`src/rtl/mem_arbiter.sv`:
```
// Arbitrates the single-ported unified memory between instruction fetch and
// MEM-stage data access. Data wins ties, but a data streak cap forces a fetch grant.
module mem_arbiter #(
  parameter int ADDR_W       = 32,
  parameter int DATA_W       = 32,
  parameter int MAX_D_STREAK = 4
) (
  input  logic              clk,
  input  logic              rst,
  input  logic              i_req,
  input  logic [ADDR_W-1:0] i_addr,
  output logic              i_valid,
  output logic [DATA_W-1:0] i_rdata,
  input  logic              d_req,
  input  logic              d_we,
  input  logic [ADDR_W-1:0] d_addr,
  input  logic [DATA_W-1:0] d_wdata,
  output logic              d_valid,
  output logic [DATA_W-1:0] d_rdata,
  output logic              mem_req,
  output logic              mem_we,
  output logic [ADDR_W-1:0] mem_addr,
  output logic [DATA_W-1:0] mem_wdata,
  input  logic              mem_ready,
  input  logic              mem_rvalid,
  input  logic [DATA_W-1:0] mem_rdata,
  output logic              stall_f,
  output logic              stall_m
);

  // Handshakes: a requester holds req (and its fields) until its one-cycle
  // valid; the memory accepts when mem_req & mem_ready, and answers with a
  // single mem_rvalid later. Only one memory transaction is ever outstanding.

  typedef enum logic [1:0] {IDLE, ISSUE, WAIT, RESP} state_t;

  localparam logic [3:0] MAX_S = 4'(MAX_D_STREAK);

  state_t     state, state_next;
  logic       owner_d;
  logic [3:0] streak;
  logic       grant_d, grant_i;

  // Data wins unless fetch is waiting and data has already had its full run.
  always_comb begin
    grant_d = 1'b0;
    grant_i = 1'b0;
    if (d_req && (!i_req || streak != MAX_S)) begin
      grant_d = 1'b1;
    end else if (i_req) begin
      grant_i = 1'b1;
    end
  end

  always_ff @(posedge clk) begin
    if (rst) begin
      state <= IDLE;
    end else begin
      state <= state_next;
    end
  end

  always_comb begin
    state_next = state;
    case (state)
      IDLE:    if (grant_d || grant_i) state_next = ISSUE;
      ISSUE:   if (mem_ready) state_next = WAIT;
      WAIT:    if (mem_rvalid) state_next = RESP;
      RESP:    state_next = IDLE;
      default: state_next = IDLE;
    endcase
  end

  always_ff @(posedge clk) begin
    if (rst) begin
      owner_d   <= 1'b0;
      streak    <= 4'd0;
      mem_req   <= 1'b0;
      mem_we    <= 1'b0;
      mem_addr  <= '0;
      mem_wdata <= '0;
      i_valid   <= 1'b0;
      d_valid   <= 1'b0;
      i_rdata   <= '0;
      d_rdata   <= '0;
    end else begin
      i_valid <= 1'b0;
      d_valid <= 1'b0;
      case (state)
        IDLE: begin
          if (grant_d) begin
            owner_d   <= 1'b1;
            mem_req   <= 1'b1;
            mem_we    <= d_we;
            mem_addr  <= d_addr;
            mem_wdata <= d_wdata;
            if (!i_req) begin
              streak <= 4'd0;
            end else if (streak != 4'hF) begin
              streak <= streak + 4'd1;
            end
          end else if (grant_i) begin
            owner_d   <= 1'b0;
            mem_req   <= 1'b1;
            mem_we    <= 1'b0;
            mem_addr  <= i_addr;
            mem_wdata <= '0;
            streak    <= 4'd0;
          end
        end
        ISSUE: begin
          if (mem_ready) mem_req <= 1'b0;
        end
        WAIT: begin
          // Store acks also land in d_rdata.
          if (mem_rvalid) begin
            if (owner_d) begin
              d_rdata <= mem_rdata;
              d_valid <= 1'b1;
            end else begin
              i_rdata <= mem_rdata;
              i_valid <= 1'b1;
            end
          end
        end
        default: ;
      endcase
    end
  end

  assign stall_f = i_req & ~i_valid;
  assign stall_m = d_req & ~d_valid;

endmodule

```
`config.mk`:
```
export PLATFORM = sky130hd
export DESIGN_NAME = mem_arbiter
export DESIGN_NICKNAME = d
export VERILOG_FILES = /design/src/rtl/mem_arbiter.sv
export SDC_FILE = /design/constraint.sdc
export NUM_CORES = 1
export LEC_CHECK = 0
export CAP_MARGIN = 20
export CORE_ASPECT_RATIO = 1.4
export CORE_MARGIN = 1
export CORE_UTILIZATION = 30
export DETAILED_ROUTE_END_ITERATION = 12
export GPL_TIMING_DRIVEN = 0
export PLACE_DENSITY = 0.63
export SETUP_SLACK_MARGIN = 0.02
export SLEW_MARGIN = 15
export SYNTH_ARGS = -nofsm -noshare
export SYNTH_HDL_FRONTEND = slang
export SYNTH_SLANG_ARGS = --single-unit
```
`constraint.sdc`:
```
create_clock -name clk -period 2.6 [get_ports clk]
set_input_delay 0.39 -clock clk [delete_from_list [all_inputs] [get_ports clk]]
set_output_delay 0.39 -clock clk [all_outputs]
set_load 0.01 [all_outputs]
```
==> results.sh <==
export IMPL_status="finished, final reports clean"
export IMPL_async_reset_ff_share_pct=0
export IMPL_initial_core_util_pct=30.66
export IMPL_drt_iter0_drc=306
export IMPL_power_density_nw_per_um2=859.7
export IMPL_grt_pass1_vias=5658
export IMPL_htree_levels=4
export IMPL_cts_tree="yes"
export IMPL_row_count=58
export IMPL_netlist_area_um2=5495
export IMPL_period_share_pct=79.35
export IMPL_syn_to_final_growth_pct=64.85
export IMPL_viasPerCell=4.851
export IMPL_grtUsageTotal_pct=20.50
export IMPL_synth_distinct_cells=38
export IMPL_drive_above_1_share_pct=6.953
export IMPL_cp_arrival_ns=1.67
export IMPL_ys_seq_elements=139
export IMPL_final_util_pct=50.54
export IMPL_dp_cells=1186
export IMPL_gp_congestion=0.8258
export IMPL_setup_viol=0
export IMPL_synthFlopType="dfxtp_1"
export IMPL_tns_ns=0
export IMPL_hp_class="reg -> reg"
export IMPL_drv_slew=0
export IMPL_setup_slack_ns=0.5368
export IMPL_vias=5908
export IMPL_worstSetupPathType="in -> out"
export IMPL_cts_setup_buffers=0
export IMPL_hold_buffers=0
export IMPL_ir_drop_mv=0.5124
export IMPL_place_area_um2=8458
export IMPL_die_x_um=116.4
export IMPL_power_leakage_nw=3.163
export IMPL_critPathCaptureType="output pin"
export IMPL_wl_per_cell_um=16.10
export IMPL_critPathRequiredTime_ns=2.21
export IMPL_ys_warn_count=0
export IMPL_drt_wl_total_mm=19.61
export IMPL_timing_hold_ws_ns=0.4505
export IMPL_final_nets=1105
export IMPL_coreArea_um2=17920
export IMPL_grt_start_max_net_pins=17
export IMPL_synth_top_area_share_pct=50.64
export IMPL_synth_edf_count=0
export IMPL_grt_antenna_before_repair=0
export IMPL_multiInputGateArea_um2=2359
export IMPL_synth_area_per_cell_um2=8.081
export IMPL_path_clk_slew_ns=0.06
export IMPL_fmax_mhz=484.7
export IMPL_stdcell_count=1218
export IMPL_skew_ns=0.01426
export IMPL_postLayoutCellArea_um2=9059
export IMPL_cts_resized=0
export IMPL_cts_buffers=17
export IMPL_regArea_um2=2783
export IMPL_overflow=0
export IMPL_dieArea_um2=18870
export IMPL_antennaDiodeCount=0
export IMPL_chipHeight_um=162.1
export IMPL_path_max_fanout=10
export IMPL_syn_num_nets=820
export IMPL_max_cap_violations=0
export IMPL_drc=0
export IMPL_fill_cells=1781
export IMPL_grt_pass1_wl_mm=29.52
export IMPL_layout_min_cycle_time_ns=2.063
export IMPL_synth_top_area_cell="dfxtp_1"
export IMPL_cts_sink_count=139
export IMPL_tightest_slew_ns=0.6081
export IMPL_clk_path_buf_depth=2
export IMPL_start_kind="primary input"
export IMPL_rsz0062_at_grt="false"
export IMPL_root_buffer="clkbuf_16"
export IMPL_synthCells=680
export IMPL_synthTopCellsByArea="dfxtp_1 51%, a21oi_1 12%, nand2_1 11%, o21ai_0 5.1%, nand4_1 4.1%"
export IMPL_power_total_mw=7.788
export IMPL_place_detailed_hpwl_mm=14.64
export IMPL_layout_commonest_cell="clkdlybuf4s50_1"
export IMPL_place_ws_ns=0.3278
export IMPL_ant_nets=0
export IMPL_clk_latency_ns=0.42
export IMPL_final_cell_mix="266 x clkdlybuf4s50_1, 164 x nand2_1, 139 x dfxtp_1, 132 x a21oi_1, 56 x o21ai_0"
export IMPL_io_buffers=266
export IMPL_ys_seq_area_share_pct=50.64
export IMPL_hold_violations=0
export IMPL_dr_pass1_iters=4
export IMPL_ios=269
export IMPL_relSlewSlack_pct=59.46
## critical path, stage by stage
cell and delay (ns):
buf_4 0.15, inv_1 0.17, clkbuf_1 0.37, nor2_1 0.09
clkdlybuf4s50_1 0.49
## flip-flops by register name, summed over array words and instances, names as in the netlist
register and count:
mem_wdata 32, owner_d 1, mem_addr 32, mem_we 1
mem_req 1, i_valid 1, d_rdata 32, d_valid 1
streak 4, state 2, i_rdata 32
## worst paths after layout
check	from	slack, ns	end	depth (start not counted)
setup / recovery	d_req	0.54	stall_m	5
hold / removal	mem_wdata[5]	0.45	mem_wdata[5]	2
setup reg to reg	state[0]	0.90	i_rdata[22]	6
hold reg to reg	mem_wdata[5]	0.45	mem_wdata[5]	2
## synth_stat cells, drive strengths merged (2+ instances only)
cell    instances
a31oi          33
clkbuf         26
nand4          36
inv             6
a21oi         132
o21a            2
dfxtp         139
nand3b          3
nand2         164
nor2b           3
buf            39
ha              5
o211ai          2
nor2            4
o21ai          66
mux2i           2
nand3           3
## per-layer routing
layer | global-route usage (%) | share of wire (%)
met5 | 0 | 0
met1 | 22.28 | 39
met3 | 6.754 | 6.7
met4 | 8.042 | 2.5
met2 | 36.09 | 51
## final cells by class
type	count	area share [%]
Buffer	65	3.660
Clock buffer	18	4.738
Clock inverter	14	1.892
Inverter	6	0.2486
Multi-Input combinational cell	470	26.04
Sequential cell	139	30.72
Tap cell	240	3.315
Timing Repair Buffer	266	29.39
## logic make-up after synthesis
kind of cell    after synthesis  share of synthesized area [%]
compound gates              239                          23.32
fa+ha+maj                     5                          1.138
buf+inv                      71                          6.443
flops                       139                          50.64
mux                           2                         0.3643
simple gates                224                          18.10
## power by group
group | switching [mW] | internal [mW]
Sequential | 0.192 | 2.51
Clock | 0.976 | 1.51
Combinational | 1.34 | 1.25
Power figures use the tool's default switching activity.
